--- config.mk ---
export PLATFORM = sky130hd
export DESIGN_NAME = rcn_slave_buf
export DESIGN_NICKNAME = d
export VERILOG_FILES = /design/src/rtl/rcn_slave_buf.sv
export SDC_FILE = /design/constraint.sdc
export NUM_CORES = 1
export LEC_CHECK = 0
export CAP_MARGIN = 15
export CORE_MARGIN = 2
export CORE_UTILIZATION = 45
export DETAILED_ROUTE_END_ITERATION = 10
export DONT_BUFFER_PORTS = 1
export PLACE_DENSITY = 0.62
export SYNTH_ARGS = -nofsm -noshare
export SYNTH_HDL_FRONTEND = slang
export SYNTH_SLANG_ARGS = --single-unit
--- constraint.sdc ---
create_clock -name clk -period 4.4 [get_ports clk]
set_input_delay 1.1 -clock clk [delete_from_list [all_inputs] [get_ports clk]]
set_output_delay 1.1 -clock clk [all_outputs]
set_load 0.05 [all_outputs]
--- src/rtl/rcn_slave_buf.sv ---
// Responder end of the rcn ring: takes requests for this slave off the ring, issues them
// to a local backend in order, and injects the responses back into free ring slots.
module rcn_slave_buf #(
    parameter int          DEPTH     = 4,
    parameter logic [21:0] ADDR_MASK = 22'h3F0000,
    parameter logic [21:0] ADDR_BASE = 22'h010000
) (
    input  logic        clk,
    input  logic        rst_n,
    input  logic [66:0] rcn_in,
    output logic [66:0] rcn_out,
    output logic        cs,
    output logic        wr,
    output logic [3:0]  mask,
    output logic [21:0] addr,
    output logic [31:0] wdata,
    input  logic        ack,
    input  logic        rvalid,
    input  logic [31:0] rdata
);

    localparam int PW = $clog2(DEPTH);
    localparam int CW = $clog2(DEPTH + 1);
    localparam int EW = 65;
    localparam logic [CW-1:0] FULL = CW'(DEPTH);

    logic [EW-1:0] req_mem [DEPTH];
    logic [EW-1:0] tag_mem [DEPTH];
    logic [EW-1:0] rsp_mem [DEPTH];

    logic [PW-1:0] req_wp, req_rp, tag_wp, tag_rp, rsp_wp, rsp_rp;
    logic [CW-1:0] req_cnt, tag_cnt, rsp_cnt, cnt;

    logic          hit, acc, free, inj, fire;
    logic          tag_push, tag_pop, rsp_push;
    logic [EW-1:0] req_head, tag_head, rsp_din;
    logic [66:0]   rcn_nxt;

    assign hit  = rcn_in[66] & rcn_in[65] &
                  (({rcn_in[51:32], 2'b00} & ADDR_MASK) == ADDR_BASE);
    assign acc  = hit && (cnt < FULL);
    assign free = acc || !rcn_in[66];
    assign inj  = free && (rsp_cnt != '0);

    assign req_head = req_mem[req_rp];
    assign tag_head = tag_mem[tag_rp];

    assign cs    = (req_cnt != '0);
    assign wr    = req_head[64];
    assign mask  = req_head[55:52];
    assign addr  = {req_head[51:32], 2'b00};
    assign wdata = req_head[31:0];
    assign fire  = cs & ack;

    // Completions leave strictly in command order; a write with nothing ahead skips the tag FIFO.
    always_comb begin
        rsp_push = 1'b0;
        tag_pop  = 1'b0;
        rsp_din  = tag_head;
        if (tag_cnt != '0) begin
            if (tag_head[64]) begin
                rsp_push = 1'b1;
                tag_pop  = 1'b1;
            end else if (rvalid) begin
                rsp_push = 1'b1;
                tag_pop  = 1'b1;
                rsp_din  = {tag_head[64:32], rdata};
            end
        end else if (fire && req_head[64]) begin
            rsp_push = 1'b1;
            rsp_din  = req_head;
        end
    end

    assign tag_push = fire && !((tag_cnt == '0) && req_head[64]);

    always_comb begin
        rcn_nxt = rcn_in;
        if (inj) begin
            rcn_nxt = {2'b10, rsp_mem[rsp_rp]};
        end else if (free) begin
            rcn_nxt = '0;
        end
    end

    always_ff @(posedge clk) begin
        if (acc)      req_mem[req_wp] <= rcn_in[EW-1:0];
        if (tag_push) tag_mem[tag_wp] <= req_head;
        if (rsp_push) rsp_mem[rsp_wp] <= rsp_din;
    end

    always_ff @(posedge clk or negedge rst_n) begin
        if (!rst_n) begin
            rcn_out <= '0;
            req_wp  <= '0;
            req_rp  <= '0;
            tag_wp  <= '0;
            tag_rp  <= '0;
            rsp_wp  <= '0;
            rsp_rp  <= '0;
            req_cnt <= '0;
            tag_cnt <= '0;
            rsp_cnt <= '0;
            cnt     <= '0;
        end else begin
            rcn_out <= rcn_nxt;
            if (acc)      req_wp <= req_wp + 1'b1;
            if (fire)     req_rp <= req_rp + 1'b1;
            if (tag_push) tag_wp <= tag_wp + 1'b1;
            if (tag_pop)  tag_rp <= tag_rp + 1'b1;
            if (rsp_push) rsp_wp <= rsp_wp + 1'b1;
            if (inj)      rsp_rp <= rsp_rp + 1'b1;
            req_cnt <= req_cnt + CW'(acc) - CW'(fire);
            tag_cnt <= tag_cnt + CW'(tag_push) - CW'(tag_pop);
            rsp_cnt <= rsp_cnt + CW'(rsp_push) - CW'(inj);
            cnt     <= cnt + CW'(acc) - CW'(inj);
        end
    end

endmodule

-- Word-level counts from Yosys, hierarchy flattened
Memories as Yosys holds them, arrays and structs flattened.
Cells that the tools add are included.
- add/subtract/negate cells: 14
- order comparisons: 1
- eq/ne operators: 1
- multiplexer cells: 17
- bitwise operators: 3
- reductions and logical operators: 12
- operator list (kind ; number):
    $mux 65 ; 3
    $mux 67 ; 2
    $mux 32 ; 1
    $add 2x1->2 const B ; 6
    $add 3x1->3 ; 4
    $sub 3x1->3 ; 4
    $mux 1 ; 11
    $reduce_bool 3->1 ; 3
    $eq 6x1->1 const B ; 1
    $logic_and 1x1->1 ; 5
    $and 1x1->1 ; 3
    $logic_not 3->1 ; 1
    $lt 3x3->1 const B ; 1
    $logic_not 1->1 ; 2
    $logic_or 1x1->1 ; 1
- register bits: 91
- memory bits (writable): 780
- input port bits: 103
- output and inout bits: 127
- logic and storage cells: 62
- memories kept: 3
- memories (memory ; words ; width ; rd ports ; clocked after memory_dff ; wr ports ; line ; text):
    req_mem ; 4 ; 65 ; 1 ; 0 ; 1 ; 27 ; logic [EW-1:0] req_mem [DEPTH];
    rsp_mem ; 4 ; 65 ; 1 ; 0 ; 1 ; 29 ; logic [EW-1:0] rsp_mem [DEPTH];
    tag_mem ; 4 ; 65 ; 1 ; 0 ; 1 ; 28 ; logic [EW-1:0] tag_mem [DEPTH];

-- Logic depth before layout (Yosys ltp)
- word-level depth: 7
- mapped depth: 12
- gate-level depth less buffers: 10

-- Least setup slack after synthesis
No wires, ideal clock.
- kind: input port to flip-flop
- start point: in rcn_in[49]
- end point: mem req_mem[0][0] (enable)
- setup time: 430 ps
- arrival: 3764 ps
- data required time: 3970 ps
- setup slack: 206 ps
- stages: 3
- path buffers: 0
- cells stage by stage: or4_1 > nor3_1 > and2_1
- cells in the longest elaborated chain, start to end: 5
- ends and longest elaborated chain (element ; line ; text):
    start: declaration ; 10 ; input logic [66:0] rcn_in,
    $eq 6x1->1 ; 40 ; (({rcn_in[51:32], 2'b00} & ADDR_MASK) == ADDR_BASE);
    $and 1x1->1 ; 39 ; assign hit = rcn_in[66] & rcn_in[65] &
    $logic_and 1x1->1 ; 41 ; assign acc = hit && (cnt < FULL);
    $mux 1 ; 87 ; if (acc) req_mem[req_wp] <= rcn_in[EW-1:0];
    $mux 1 (not written as such) ; 87 ;
    end: declaration ; 27 ;
No other way between the ends.

-- Worst setup path in the final report
- start point: reg req_rp[0]
- end point: out wdata[22]
- cells in the longest elaborated chain, start to end: 1
- ends and longest elaborated chain (element ; line ; text):
    start: declaration ; 31 ; logic [PW-1:0] req_wp, req_rp, tag_wp, tag_rp, rsp_wp, rsp_rp;
    start signal: assignment ; 108 ; if (fire) req_rp <= req_rp + 1'b1;
    $mem_v2 4x65 ; -- ;
    end: declaration ; 16 ; output logic [31:0] wdata,
No other way between the ends.

==> metrics.cfg <==
[status]
outcome=finished clean

[worst_setup_path]
reg2regPathDepth=9
r2r-start=req_rp[0]$_DFFE_PN0P_
crit_required_ns=3.30
worst_ep_arrival_time_ns=2.46
r2r_slack_ns=1.19
reg2reg_to=tag_cnt[2]$_DFF_PN0_
crit_type=reg2out
crit_fanout=66
cp-start-kind=flop
slowest_stage=mux4_2
cp_cell_sequence=buf_12 -> mux4_2
crit_path_max_incr_delay_ns=0.83
endpoint_kind=output port

[cells_and_area]
fin_cells=2527
area_growth_pct=11.0
nets=1615
fin_util_pct=50.3
layout-drive-gt1-share_pct=26.3
diodes=0
stdcell_area_mm2=0.0373

[power_and_ir_drop]
net-switching-power_uw=10200
power_leakage_uw=0.0126
power.density_mw_per_mm2=806
combPwrFrac_pct=29.0
seqPwrFrac_pct=46.9
peakVddDrop_mv=0.619
swShare_pct=34.1
total_power_uw=30100
power_frac_clock_pct=24.1
intPower_uw=19800

[drt]
drc=0
via_per_inst=5.75
first_iter_violations=1118
dr_total_vias=14500
wl_per_cell_um=28.4
antenna_left=0
drt_wl_total_um=71800
first_pass_iters=5

[clock_tree]
numCtsBuffers=88
htree_num_levels=3
cts_setup_buffers=0
cts_buffer_depth=3
ctsResizeCount=0
clockRootBuffer=clkbuf_16
clk_latency_ns=0.63
cts-hold-fix-buffers=0
clk_pin_slew_ns=0.06
cts_tree=yes
cts.sink_count=871

[timing]
finalCritPeriodShare_pct=81.0
min_period_ns=3.56
rsz0062_at_grt=no
fin_setup_tns_ns=0
slew_headroom_pct=22.3
finClkSkew_ns=0.0288
slew_violations=0
finalSetupViolCount=0
max_freq_mhz=281
hold_viol_final=0
worstMarginPinSlew_ns=1.17

[synth]
ys_seq_area_share_pct=76.4
syn-cell-area_mm2=0.0336
synth_warnings=0
ys_types=36
synth_area_per_cell_um2=22.5
yosys_register_bits=871
syn_inst=1495

[global_routing]
use_met3_pct=4.60
grt_pass1_vias=15300
grt_usage_pct=18.9
globalRouteMet1Util_pct=25.4
overflow=0
use_met2_pct=31.2
grt_pass1_wl_um=106000
busiest_layer=met2
antenna_found_initial=0
grt_max_degree=92

[flow_run]
max-cap-violations=0

[min_path]
worst_hold_path_type=in2async

[placed_design]
place_hpwl_um=41900
place_area_mm2=0.0345
place_inst=2368
gp_congestion=0.724
portBuffers=0

[floorplan]
rows=100
core_area_mm2=0.0742
start_util_pct=45.3
dieArea_mm2=0.0769
die_w_um=277
num_io_pins=230
die_h_um=277

[per-layer routing]
metal	part of all wire [%]	vias up
li1	-	6092
met1	42	7974
met2	50	375
met3	6.4	77
met4	1.6	0
met5	0	-
[registers in the layout, summed over array words and instances, names as in the netlist]
signal / flops
cnt: 3
rcn_out: 67
req_cnt: 3
req_mem: 260
req_rp: 2
req_wp: 2
rsp_cnt: 3
rsp_mem: 260
rsp_rp: 2
rsp_wp: 2
tag_cnt: 3
tag_mem: 260
tag_rp: 2
tag_wp: 2
[final cells by class]
cell class              count  area (um2)
clock buffers             116        2420
clock inverters            43         374
fillers                  5779       36900
inverters                  22        82.6
multi-input cells         472        7080
flip-flops and latches    871       25700
well taps                 969        1210
repair buffers             34         418
[cells by family (layout without fill, tap and decap cells)]
kind of cell             count (synthesis)  in the layout  share of synthesized area (%)
AO/OA/AOI/OAI                           72             72                           1.83
XOR/XNOR                                18             18                          0.469
adder cells (fa/ha/maj)                 23             23                          0.945
buffers and inverters                  153            215                           2.62
flip-flops                             871            871                           76.4
multiplexers                           324            324                           17.0
other                                    1              2                         0.0112
AND/OR/NAND/NOR                         33             33                          0.644
[power by group through the flow]
stage,sequential [uW],combinational (uW),clock (uW)
after floorplan,13800,6950,0
after global placement,14200,8730,0
after detailed placement,14300,8920,0
after CTS,14100,8950,7380
after global routing,14300,9390,7710
final,14100,8720,7230
[worst max-delay path: cells and delay by family, from the launching register on]
kind / cells / cell delay (ns)
mux: 1 / 0.83
buf+inv: 1 / 0.49
flops: 1 / 0.43
[cell usage in the layout, fill, tap and decap left out, types with 14 or more instances in the layout]
| cell | Yosys | routed |
|---|---|---|
| dfrtp_1 | 91 | 85 |
| mux2_2 | 33 | 33 |
| edfxtp_1 | 780 | 780 |
| clkinv_2 | 0 | 16 |
| a22o_1 | 65 | 65 |
| clkbuf_1 | 29 | 20 |
| xnor2_1 | 14 | 14 |
| clkinv_1 | 0 | 16 |
| inv_1 | 22 | 22 |
| buf_4 | 65 | 21 |
| mux4_2 | 195 | 195 |
| clkbuf_16 | 0 | 91 |
| mux2i_1 | 96 | 96 |
| ha_1 | 19 | 19 |
[cell usage after synthesis (all sizes together)]
| library cell | n | area share, % |
|---|---|---|
| fa | 4 | 0.24 |
| dfrtp | 91 | 6.8 |
| o21a | 1 | 0.022 |
| inv | 22 | 0.25 |
| buf | 101 | 2.0 |
| nand3 | 1 | 0.030 |
| edfxtp | 780 | 70 |
| and2 | 13 | 0.24 |
| or3 | 2 | 0.037 |
| nand2 | 6 | 0.074 |
| nand2b | 1 | 0.019 |
| o31a | 1 | 0.026 |
| xor2 | 4 | 0.10 |
| mux2i | 96 | 2.9 |
| or4bb | 1 | 0.033 |
| clkbuf | 30 | 0.35 |
| mux4 | 195 | 13 |
| o21ai | 4 | 0.071 |
| nor3 | 4 | 0.060 |
| conb | 1 | 0.011 |
| or4 | 1 | 0.022 |
| nor3b | 1 | 0.022 |
| mux2 | 33 | 1.1 |
| ha | 19 | 0.71 |
| nor2 | 3 | 0.10 |
| a22o | 65 | 1.7 |
| a21boi | 1 | 0.022 |
| xnor2 | 14 | 0.36 |
[how the worst max path moves through the flow]
stage	slack, ns	startpoint	end	cells past startpoint
floorplan	0.21	rcn_in[49]	req_mem[0][0]$_DFFE_PP_	3
global placement	0.94	rcn_in[49]	cnt[2]$_DFF_PN0_	11
detailed placement	0.92	rcn_in[49]	cnt[2]$_DFF_PN0_	11
CTS	0.77	req_rp[0]$_DFFE_PN0P_	wdata[22]	2
global route	0.71	req_rp[0]$_DFFE_PN0P_	wdata[22]	2
finish	0.84	req_rp[0]$_DFFE_PN0P_	wdata[22]	2
[stage by stage]
step | setup WS [ns] | hold slack [ns]
finish | 0.836 | 0.168
floorplan | 0.206 | 0.437
global placement | 0.940 | 0.477
detailed placement | 0.918 | 0.472
global route | 0.710 | 0.131
CTS | 0.767 | 0.117
Power figures use the tool's default switching activity.
